--- src/rtl/mem_stage_pkg.sv ---
// Shared definitions for the MEM stage: bus widths, load/store access encodings
// and the data-response state encoding.
package mem_stage_pkg;

  localparam int EXE_TO_MEM_BUS_WIDTH = 75;
  localparam int MEM_TO_WB_BUS_WIDTH  = 70;

  localparam logic [2:0] MEM_OP_W  = 3'b000;
  localparam logic [2:0] MEM_OP_B  = 3'b001;
  localparam logic [2:0] MEM_OP_H  = 3'b010;
  localparam logic [2:0] MEM_OP_BU = 3'b101;
  localparam logic [2:0] MEM_OP_HU = 3'b110;

  typedef enum logic [1:0] {
    MEM_S_IDLE = 2'b00,
    MEM_S_WAIT = 2'b01,
    MEM_S_HOLD = 2'b10
  } mem_state_e;

endpackage

--- src/rtl/mem_stage_load_align.sv ---
// Selects the addressed byte/half of a 32-bit read word and sign- or zero-extends it;
// unlisted encodings fall back to the whole word.
module load_align
  import mem_stage_pkg::*;
(
  input  logic [2:0]  mem_op,
  input  logic [1:0]  addr,
  input  logic [31:0] rdata,
  output logic [31:0] result
);

  logic [7:0]  byte_sel;
  logic [15:0] half_sel;

  always_comb begin
    byte_sel = rdata[{addr, 3'b000} +: 8];
    half_sel = rdata[{addr[1], 4'b0000} +: 16];
    case (mem_op)
      MEM_OP_B:  result = {{24{byte_sel[7]}}, byte_sel};
      MEM_OP_BU: result = {24'd0, byte_sel};
      MEM_OP_H:  result = {{16{half_sel[15]}}, half_sel};
      MEM_OP_HU: result = {16'd0, half_sel};
      default:   result = rdata;
    endcase
  end

endmodule

--- src/rtl/mem_stage.sv ---
// MEM pipeline stage: holds the EXE->MEM bus, waits for the data-SRAM response,
// buffers it while WB stalls, and presents the aligned result to WB and ID.
module mem_stage
  import mem_stage_pkg::*;
(
  input  logic                            clk,
  input  logic                            resetn,
  input  logic                            exe_to_mem_valid,
  output logic                            mem_allow_in,
  input  logic [EXE_TO_MEM_BUS_WIDTH-1:0] exe_to_mem_bus,
  input  logic                            wb_allow_in,
  output logic                            mem_to_wb_valid,
  output logic [MEM_TO_WB_BUS_WIDTH-1:0]  mem_to_wb_bus,
  input  logic                            data_sram_data_ok,
  input  logic [31:0]                     data_sram_rdata,
  output logic                            mem_valid,
  output logic                            mem_rf_we,
  output logic [4:0]                      mem_rf_waddr,
  output logic                            mem_fwd_ok,
  output logic [31:0]                     mem_fwd_data
);

  logic [EXE_TO_MEM_BUS_WIDTH-1:0] exe_bus_r;
  logic [31:0] pc;
  logic [31:0] alu_result;
  logic        res_from_mem;
  logic [2:0]  mem_op;
  logic        req_sent;
  logic        reg_we;
  logic [4:0]  reg_waddr;

  mem_state_e  state;
  mem_state_e  next_state;
  logic [31:0] rdata_buf;
  logic [31:0] load_src;
  logic [31:0] aligned_load;
  logic [31:0] final_result;
  logic        ready_go;

  assign {pc, alu_result, res_from_mem, mem_op, req_sent, reg_we, reg_waddr} = exe_bus_r;

  assign ready_go = (state == MEM_S_IDLE) || (state == MEM_S_HOLD) ||
                    ((state == MEM_S_WAIT) && data_sram_data_ok);
  assign mem_allow_in    = !mem_valid || (ready_go && wb_allow_in);
  assign mem_to_wb_valid = mem_valid && ready_go;

  // Leaving the stage always restarts the FSM from the incoming instruction;
  // otherwise only a response that WB cannot take yet moves WAIT to HOLD.
  always_comb begin
    next_state = state;
    if (mem_allow_in) begin
      next_state = (exe_to_mem_valid && exe_to_mem_bus[6]) ? MEM_S_WAIT : MEM_S_IDLE;
    end else if ((state == MEM_S_WAIT) && data_sram_data_ok) begin
      next_state = MEM_S_HOLD;
    end
  end

  always_ff @(posedge clk or negedge resetn) begin
    if (!resetn) begin
      state     <= MEM_S_IDLE;
      mem_valid <= 1'b0;
      exe_bus_r <= '0;
      rdata_buf <= '0;
    end else begin
      state <= next_state;
      if (mem_allow_in) begin
        mem_valid <= exe_to_mem_valid;
      end
      if (mem_allow_in && exe_to_mem_valid) begin
        exe_bus_r <= exe_to_mem_bus;
      end
      if ((state == MEM_S_WAIT) && (next_state == MEM_S_HOLD)) begin
        rdata_buf <= data_sram_rdata;
      end
    end
  end

  assign load_src = (state == MEM_S_HOLD) ? rdata_buf : data_sram_rdata;

  load_align u_load_align (
    .mem_op (mem_op),
    .addr   (alu_result[1:0]),
    .rdata  (load_src),
    .result (aligned_load)
  );

  assign final_result  = res_from_mem ? aligned_load : alu_result;
  assign mem_to_wb_bus = {pc, final_result, reg_we, reg_waddr};
  assign mem_rf_we     = reg_we && mem_valid;
  assign mem_rf_waddr  = reg_waddr;
  assign mem_fwd_ok    = mem_valid && ready_go;
  assign mem_fwd_data  = final_result;

endmodule
--- config.mk ---
export PLATFORM = sky130hd
export DESIGN_NAME = mem_stage
export DESIGN_NICKNAME = d
export VERILOG_FILES = /design/src/rtl/mem_stage_pkg.sv /design/src/rtl/mem_stage_load_align.sv /design/src/rtl/mem_stage.sv
export SDC_FILE = /design/constraint.sdc
export NUM_CORES = 1
export LEC_CHECK = 0
export BUFFER_PORTS_ARGS = -buffer_cell sky130_fd_sc_hd__clkbuf_2
export CAP_MARGIN = 25
export CORE_MARGIN = 5
export CORE_UTILIZATION = 40
export CTS_CLUSTER_DIAMETER = 200
export DETAILED_ROUTE_END_ITERATION = 12
export PLACE_DENSITY_LB_ADDON = 0.3
export SKIP_LAST_GASP = 1
export SLEW_MARGIN = 20
export SYNTH_ARGS = -nofsm -noshare
export SYNTH_HDL_FRONTEND = slang
export SYNTH_SLANG_ARGS = --single-unit
--- constraint.sdc ---
create_clock -name clk -period 6.1 [get_ports clk]
set_input_delay 1.525 -clock clk [delete_from_list [all_inputs] [get_ports clk]]
set_output_delay 1.525 -clock clk [all_outputs]
set_load 0.02 [all_outputs]
======== Word-level counts from Yosys, hierarchy flattened ========
Cells that the tools add are included.
storage, ports and cells
  bits in registers ....................... 110
  input port bits ......................... 112
  output and inout bits ................... 112
  logic and storage cells ................. 31
operators by class
  equal/unequal tests ..................... 7
  shift-type cells ........................ 2
  mux-type cells .......................... 6
  reductions and logical operators ........ 12
operator list
  operator                                                         number
  32-bit one-hot mux with 4 select lines                           1
  32-bit 2-to-1 mux                                                2
  32-bit by 6-bit variable part select with 16-bit output          1
  32-bit by 6-bit variable part select with 8-bit output           1
  1-bit logical AND                                                7
  3-bit == test, second input constant                             2
  2-bit == test, second input constant                             2
  2-bit 2-to-1 mux                                                 2
  3-bit by 1-bit == test with 1-bit output, second input constant  1
  3-bit by 2-bit == test with 1-bit output, second input constant  1
  1-bit logical OR                                                 3
  2-bit by 1-bit == test with 1-bit output, second input constant  1
  2-bit logical NOT                                                1
  1-bit logical NOT                                                1
  1-bit 2-to-1 mux                                                 1

======== Longest topological paths before layout ========
Gate-level depths: netlist of run 1.
  depth after elaboration ................. 8
  gate-level depth with buffers ........... 8
  depth with buffers taken out ............ 7

======== Modules after synthesis ========
A second synthesis of run 1 with hierarchy kept.
second synthesis, totals
  cells, all modules ...................... 523
  area, all modules ....................... 6,671.4 µm²
by module, submodules not included
  module      times used  cells each  area an instance (µm²)  seq. area each (µm²)
  mem_stage   1           393         5,725.5                 2,727.6
  load_align  1           130         945.9                   0.0

======== Least setup slack after synthesis of run 1 ========
Ideal clock, no wire load.
  kind .................................... input-to-output
  start ................................... in data_sram_rdata[15]
  end ..................................... out mem_to_wb_bus[14]
  data arrival time ....................... 3.121 ns
  data required time ...................... 4.575 ns
  path slack .............................. 1.454 ns
  stages on the path ...................... 5
  buffers on the path ..................... 1
  cell sequence ........................... mux4_2 -> or2_2 -> a311oi_4 -> a21oi_1 -> buf_4
between the ends
  longest elaborated chain between the ends .. 4
ends and longest elaborated chain
  what                                                    RTL line                    text
  start: declaration                                      mem_stage.sv:15             input logic [31:0] data_sram_rdata,
  32-bit 2-to-1 mux                                       mem_stage.sv:78             assign load_src = (state == MEM_S_HOLD) ? rdata_buf : data_sram_rdata;
  32-bit by 6-bit variable part select with 8-bit output  mem_stage_load_align.sv:16  byte_sel = rdata[{addr, 3'b000} +: 8];
  32-bit one-hot mux with 4 select lines                  mem_stage_load_align.sv:18  case (mem_op)
  32-bit 2-to-1 mux                                       mem_stage.sv:87             assign final_result = res_from_mem ? aligned_load : alu_result;
  end: declaration                                        mem_stage.sv:13             output logic [MEM_TO_WB_BUS_WIDTH-1:0] mem_to_wb_bus,
No other way between the ends.

======== Final worst setup path of run 1 ========
  start ................................... in data_sram_rdata[15]
  end ..................................... out mem_fwd_data[19]
between the ends
  longest elaborated chain between the ends .. 4
  elaborated cells on any way between the ends .. 5
  classes of those cells .................. 2 x shift; 3 x mux
ends and longest elaborated chain
  what                                                                                                                               RTL line                                                text
  32-bit 2-to-1 mux *                                                                                                                mem_stage.sv:78
  32-bit by 6-bit variable part select with 16-bit output or 32-bit by 6-bit variable part select with 8-bit output (tied branches)  mem_stage_load_align.sv:17, mem_stage_load_align.sv:16
  32-bit one-hot mux with 4 select lines *                                                                                           mem_stage_load_align.sv:18
  32-bit 2-to-1 mux *                                                                                                                mem_stage.sv:87
  end: declaration                                                                                                                   mem_stage.sv:20                                         output logic [31:0] mem_fwd_data
Mark *: on every way between the ends. The rest lies on a longest branch, timed or not.

==> results of run 1 <==
==> worst paths after layout <==
path	startpoint	to	slack, ns
min in group asynchronous	resetn	rdata_buf[2]$_DFFE_PN0P_	1.19
worst max register to register	state[1]$_DFF_PN0_	exe_bus_r[13]$_DFFE_PN0P_	3.50
worst min-delay path	exe_bus_r[20]$_DFFE_PN0P_	exe_bus_r[20]$_DFFE_PN0P_	0.51
max in group asynchronous	resetn	rdata_buf[5]$_DFFE_PN0P_	3.63
worst min register to register	exe_bus_r[20]$_DFFE_PN0P_	exe_bus_r[20]$_DFFE_PN0P_	0.51
worst max-delay path	data_sram_rdata[15]	mem_fwd_data[19]	1.03
==> power by group <==
part,total (uW),switching (uW),internal (uW)
clock,594,274,320
sequential,995,107,889
combinational,1110,675,439
total,2700,1060,1650
==> registers in the layout, summed over array words and instances (netlist names) <==
signal and cells:
state 2, rdata_buf 32, exe_bus_r 74, mem_valid 1
==> critical path, stage by stage <==
cell and delay (ns):
sky130_fd_sc_hd__clkbuf_2 0.10, sky130_fd_sc_hd__mux4_2 0.49, sky130_fd_sc_hd__or2_2 0.34, sky130_fd_sc_hd__a21oi_2 0.67, sky130_fd_sc_hd__a21oi_1 0.20, sky130_fd_sc_hd__clkbuf_2 0.21
==> layer usage <==
layer,vias up,part of all wire
met1,2263,0.41
li1,2186,-
met2,188,0.49
met3,20,0.085
met5,-,0.0012
met4,2,0.018
==> area by class of cell <==
class	instances	area, sq um	area share
clock buffer	9	225	0.0310
sequential	109	2730	0.375
inverter	12	45.0	0.00619
multi-input combinational	335	2780	0.381
timing repair buffer	229	1160	0.160
tap	211	264	0.0363
clock inverter	7	73.8	0.0101
==> per-stage QoR <==
stage                util  power [uW]  worst slack [ns]  cell area, sq um
detailed placement  0.457        2130              1.02              6980
global placement    0.457        2110              1.10              6980
floorplan               -        1920              1.45              6260
CTS                 0.477        2740              1.02              7270
finish              0.477        2700              1.03              7270
global route        0.477        2860             0.928              7270
==> cell usage in the layout, fill, tap and decap left out, types with 2 or more instances in the layout <==
master / Yosys / layout
sky130_fd_sc_hd__clkbuf_2: 0 / 222
sky130_fd_sc_hd__dfrtp_1: 109 / 109
sky130_fd_sc_hd__mux2_2: 106 / 106
sky130_fd_sc_hd__a21oi_1: 34 / 34
sky130_fd_sc_hd__nor2_1: 30 / 29
sky130_fd_sc_hd__mux2i_1: 26 / 26
sky130_fd_sc_hd__o22ai_1: 23 / 23
sky130_fd_sc_hd__nand2b_1: 20 / 19
sky130_fd_sc_hd__nand2_1: 19 / 19
sky130_fd_sc_hd__inv_1: 12 / 12
sky130_fd_sc_hd__o21ai_0: 10 / 10
sky130_fd_sc_hd__nor2b_1: 10 / 10
sky130_fd_sc_hd__mux4_2: 9 / 9
sky130_fd_sc_hd__clkbuf_16: 0 / 9
sky130_fd_sc_hd__a31oi_1: 8 / 8
sky130_fd_sc_hd__or2_2: 7 / 7
sky130_fd_sc_hd__buf_4: 83 / 7
sky130_fd_sc_hd__o21bai_1: 6 / 6
sky130_fd_sc_hd__a32o_1: 6 / 6
sky130_fd_sc_hd__nand3_1: 5 / 5
sky130_fd_sc_hd__o211ai_1: 3 / 3
sky130_fd_sc_hd__ha_1: 2 / 2
sky130_fd_sc_hd__clkinv_2: 0 / 2
sky130_fd_sc_hd__clkinv_4: 0 / 2
==> cells by family (layout without fill, tap and decap cells) <==
| group | after synthesis | after routing | share of synthesized area |
|---|---|---|---|
| AOI/OAI and AO/OA | 97 | 97 | 0.0979 |
| adders and majority gates | 2 | 2 | 0.00399 |
| buffers and inverters | 118 | 257 | 0.123 |
| DFF | 109 | 109 | 0.435 |
| muxes | 141 | 141 | 0.264 |
| and+or+nand+nor | 95 | 95 | 0.0755 |
==> impl_summary.md, run 1 <==
Logic synthesis
The net count of the mapped netlist is a little under 700. Synthesis instantiated 33 different standard cells from the library. Counting flops with a built-in enable in the synthesized netlist gives 0. The library cell with the largest summed area after synthesis is sky130_fd_sc_hd__dfrtp_1. By area the synthesized netlist is led by sky130_fd_sc_hd__dfrtp_1 (44%), sky130_fd_sc_hd__mux2_2 (19%), sky130_fd_sc_hd__buf_4 (9.9%), sky130_fd_sc_hd__mux2i_1 (4.2%), sky130_fd_sc_hd__mux4_2 (3.2%). During synthesis, Yosys emitted a total of 0 warnings. The post-synthesis cell area is approximately 6300 sq um.

After technology mapping, the gate count stands at ~560. The average footprint of a synthesized cell is around 11 sq um. The commonest cells after synthesis are sky130_fd_sc_hd__dfrtp_1 (109), sky130_fd_sc_hd__mux2_2 (106), sky130_fd_sc_hd__buf_4 (83).

The fraction of post-synthesis cell area in the top cell type by area is 0.435. Of the synthesized area, sequential elements account for 0.435. The most common flop cell mapped by yosys is sky130_fd_sc_hd__dfrtp_1. The most frequently used cell type in the post-synthesis netlist is sky130_fd_sc_hd__dfrtp_1. The async set or reset register ratio after synthesis is 1.00. The synthesis-stage register bit count is about 110.

STA
Final hold analysis gives a worst-case slack of slightly above 0.5 ns. The final sum of negative setup slack is 0 ns. The achievable clock frequency is a little under 200 MHz. The clock skew after layout is 0.00603 ns. Of the available clock period, the critical path in the final layout requires 0.832.

The clock period could shrink to roughly 5.1 ns. The slew at the pin closest to its max-slew limit is about 1 ns. The tightest slew margin relative to the limit is 0.330. The count of final setup violators is 0. The number of hold violations in the final report is 0.

Setup repair after global routing left no endpoint under its margin. The final max-slew violation count was 0.

Floorplan
The horizontal die dimension is 135 um. The count of pins on the block boundary is approximately 220. The number of core rows is between 40 and 50.

The floorplan step defined a die boundary enclosing roughly 18000 sq um. The die boundary height is 135 um. The initial utilization of the core area, before any placement, comes to 0.411.

The core region is approximately 15000 sq um.

Power and ir drop
The highest ir drop seen on vdd is around 210 uV. The power per cell area is approximately 370 nW/um^2. The leakage power of the design is ~0.0035 uW.

Global routing
Entering global routing, the biggest net connects between 70 and 80 pins. The first-pass GRT wire length is around 26000 um. In the global route stage, met3 resource usage came out at 0.0498. The busiest metal layer after global routing is met2. The number of antenna violations at the first check in global routing is 1. The final global-route overflow total is 0. In the global route stage, overall resource usage came out at 0.182. For met2 alone, demand over resource in global routing was 0.302. The number of global-route vias before repair was roughly 4900.

For met1 alone, demand over resource in global routing was 0.232.

Setup path
The nature of the critical path endpoint is an output port. Data on the critical path arrives at its endpoint at 3.55 ns. At the worst endpoint, the required time is around 4.6 ns. The worst register-to-register path has a depth of 5.

The setup path with the least slack is of type in2out. The startpoint kind of the worst setup timing path is a primary input. Along the worst path, the maximum fanout reaches 16.

Place
In this run, placement finished with an instance count of approximately 900. The placed wire-length estimate after detailed placement is 12400 um. The routability congestion estimate from global placement is 0.851.

The count of input and output buffers is 223.

Final layout
The fill cell instance count of the final layout is around 1500. 0 antenna diodes ended up in the layout. Of the cells placed in the final design, the portion with a size suffix greater than 1 is 0.532. Relative to the synthesized area, the layout overhead comes to 16.1%. The count of cells in the finished layout, fillers not included, comes to just over 900. In the final design database the tool counted ~800 nets.

Drt
The routed design has between 15000 and 20000 um of wire. The pre-antenna-repair detailed-routing pass consisted of 4 iterations. The routed layout has approximately 4700 vias. The via density per instance is 5.11. In the final routed layout, each cell accounts on average for between 15 and 20 um. The number of nets with antenna violations after detailed routing is 0. The first routing iteration left about 270 violations.

The DRC violation count after routing is 0.

Run
The number of max-cap violations is 0.

CTS
The number of buffers inserted for hold repair after clock tree synthesis is 0. The CTS sink count is around 110. The total clock buffers created by CTS is 9. TritonCTS built the clock tree. The clock transition at the register clock pins on the worst setup and hold paths after CTS is 0.07 ns. After clock tree synthesis, the repair step resized 0 gates. The buffers inserted during post-CTS setup optimization is 0. The maximum clock path buffer count is 2. The deepest level of the CTS H-tree is 3. The later pin in the worst-skew pair is clocked with a latency of roughly 0.34 ns. Clock tree synthesis selected as its root buffer the cell sky130_fd_sc_hd__clkbuf_16.

Min path
The worst min-delay path category is reg2reg. Counting instances, the worst hold path has a depth of 1.

Outcome
The run finished with clean final reports.
(Power assumes the default switching activity.)
==> inputs of run 2 (changes only) <==
Clock period 6.1 ns to 5.1 ns, I/O delays scaled along.
==> impl_summary.md, run 2 (synthesized netlist as in run 1, its figures left out) <==
CTS
The number of buffers inserted for hold repair after clock tree synthesis is 0 (unchanged). The CTS sink count was 109 (unchanged). The total clock buffers created by CTS was 9 (unchanged).

The maximum clock path buffer count is 2 (unchanged). The buffers inserted during post-CTS setup optimization is 0 (unchanged). The deepest level of the CTS H-tree was 3 (unchanged). The number of gates resized after cts is 0 (unchanged). The clock insertion delay at the later pin of the skew report is 0.36 ns (+0.02 ns). The clock root buffer is sky130_fd_sc_hd__clkbuf_16. TritonCTS built the clock tree. The clock transition at the register clock pins on the worst setup and hold paths after CTS is 0.07 ns (about the same).

Global routing
The number of global-route vias before repair was 4744 (-2.5%). The first-pass GRT wire length is 25500 um (-2.5%). The final global-route overflow total was 0 (unchanged). The combined global-route utilization of all metal layers is 0.179 (-0.00299). The pin count of the biggest net entering global routing is 84 (+11%).

The number of antenna violations at the first check in global routing is 0 (-1).

Place
The placed wire-length estimate after detailed placement is 12500 um (+0.23%). The count of input and output buffers is 223 (unchanged). The worst setup timing slack at the placement stage is 0.722 ns (-0.294 ns). The routability congestion estimate from global placement is 0.854 (+0.40%).

Drt
The average routed wire per standard cell is 18.0 um (-0.15%). The number of search-and-repair iterations in the first detailed-routing pass is 4 (unchanged). The number of nets with antenna violations after detailed routing is 0 (unchanged).

The via total after detailed routing is 4625 (-0.73%). The via density per instance is 5.07 (-0.84%). The detailed router's first-iteration violation count was 256 (-4.5%).

The aggregate routed wire length came to 16400 um (about the same). The DRC violation count after routing came to 0 (unchanged).

STA
The clock skew after layout is 0.00896 ns (+0.00293 ns). The slew at the pin closest to its max-slew limit is 0.984 ns (-0.0209 ns). The setup slack of the critical path after layout is 0.699 ns (-0.327 ns).

The final sum of negative setup slack is 0 ns (unchanged). Of the available clock period, the critical path in the final layout requires 0.863. The achievable clock frequency is 227 MHz. The final max-slew violation count came to 0 (unchanged). The count of final setup violators came to 0 (unchanged). The tightest slew margin relative to the limit is 0.344 (+0.0139).

The number of hold violations in the final report was 0 (unchanged). Setup repair after global routing left no endpoint under its margin. The final period demand of the worst path is 4.40 ns. The final-layout worst hold slack is 0.509 ns (+0.00293 ns).

Power and ir drop
The leakage power of the design is 0.00353 uW (+0.54%). The power per cell area is 452 nW/um^2 (+22%). The highest ir drop seen on vdd is 199 uV (-3.5%).

Setup path
The launch instance of the worst register-to-register path is state[1]$_DFF_PN0_. STA classifies the critical path endpoint as an output port. The worst reg2reg path depth came to 5 (unchanged). The top fanout value on the critical path came to 8 (-8). The worst setup path is of the in2out kind. The flop-to-flop setup slack is 2.53 ns (-0.97 ns). The worst register-to-register path ends at exe_bus_r[17]$_DFFE_PN0P_. The required arrival time at the worst endpoint is 3.83 ns (-0.75 ns). The startpoint kind of the worst setup timing path is a primary input. The signal arrival time at the worst endpoint is 3.13 ns (-0.42 ns).

Final layout
The layout overhead on the synthesized area is 16.8%. The most frequent standard cell in the layout excluding fill and tap cells is sky130_fd_sc_hd__clkbuf_2. The combined area of the multi-input logic cells was 2780 sq um (unchanged). The number of diodes added for antenna fixing was 0 (unchanged).

The register name with the most flops is exe_bus_r. The register area was 2730 sq um (unchanged). The share of layout cells above drive strength 1 was 0.533 (+0.000667). The flip-flop count of the largest register, all copies and words added was 74 (unchanged). In the final layout, the registers with the most flip-flops are exe_bus_r x74, rdata_buf x32, state x2. The number of nets in the layout is 811 (+0.12%). In the layout the commonest cells are sky130_fd_sc_hd__clkbuf_2 (222), sky130_fd_sc_hd__dfrtp_1 (109), sky130_fd_sc_hd__mux2_2 (106), sky130_fd_sc_hd__a21oi_1 (34), sky130_fd_sc_hd__nor2_1 (29).

The fill cell instance count of the final layout is 1413 (-3.3%).

Floorplan
The area enclosed by the die boundary is 18300 sq um (unchanged). The die boundary height is 135 um (unchanged). The effective utilization at floorplan was 0.411 (unchanged). The number of core rows is 45 (unchanged).

The count of pins on the block boundary is 224 (unchanged). The core box area is 15300 sq um (unchanged). The horizontal die dimension is 135 um (unchanged).

Outcome
The flow ran to the end, and the final reports show no timing, DRC or antenna violations.

Min path
The start point of the worst min-delay path is rdata_buf[16]$_DFFE_PN0P_. The cell depth of the worst hold path came to 1 (unchanged). The worst-case hold path end point is rdata_buf[16]$_DFFE_PN0P_.

The min-delay analysis places its worst path in the category reg2reg.

Run
The number of max-cap violations is 0 (unchanged).
-- run 2: power by group --
group	switching (uW)	internal, uW
registers	133	1060
clock network	339	439
logic	805	530
-- run 2: worst max-delay path by stage --
| stage | cells after the start | start | slack (ns) | to |
|---|---|---|---|---|
| finish | 6 | data_sram_rdata[15] | 0.70 | mem_to_wb_bus[15] |
| global route | 7 | state[0]$_DFF_PN0_ | 0.58 | mem_fwd_data[22] |
| CTS | 6 | data_sram_rdata[15] | 0.72 | mem_fwd_data[9] |
| detailed placement | 6 | data_sram_rdata[15] | 0.72 | mem_fwd_data[9] |
| global placement | 6 | data_sram_rdata[15] | 0.75 | mem_fwd_data[9] |
| floorplan | 5 | data_sram_rdata[15] | 0.95 | mem_to_wb_bus[14] |
-- run 2: per-layer routing --
layer  vias up  GRT usage  routed length, um
met5         -          0                  0
met1      2236      0.228               6840
met4         0     0.0353                202
li1       2181          -                  -
met2       193      0.301               8090
met3        15     0.0561               1260
-- run 2: layout make-up --
class	count	share of cell area
sequential	109	0.373
clock inverter	7	0.0144
timing repair buffer	230	0.161
multi-input combinational	335	0.379
clock buffer	9	0.0308
inverter	12	0.00616
tap	211	0.0361
-- run 2: through the flow --
step           std cells  area (sq um)  utilization  total power, uW
3_3_place_gp         897          6980        0.458             2520
5_1_grt              913          7320        0.480             3490
6_report             913          7320        0.480             3310
2_1_floorplan        562          6260            -             2290
4_1_cts              913          7310        0.479             3350
3_5_place_dp         897          6980        0.458             2560
-- run 2: worst max-delay path, cell delays in order --
cell and delay, ns:
sky130_fd_sc_hd__clkbuf_2 0.09, sky130_fd_sc_hd__mux4_2 0.46, sky130_fd_sc_hd__or2_2 0.34, sky130_fd_sc_hd__a311oi_4 0.54, sky130_fd_sc_hd__a21oi_1 0.21, sky130_fd_sc_hd__clkbuf_2 0.21
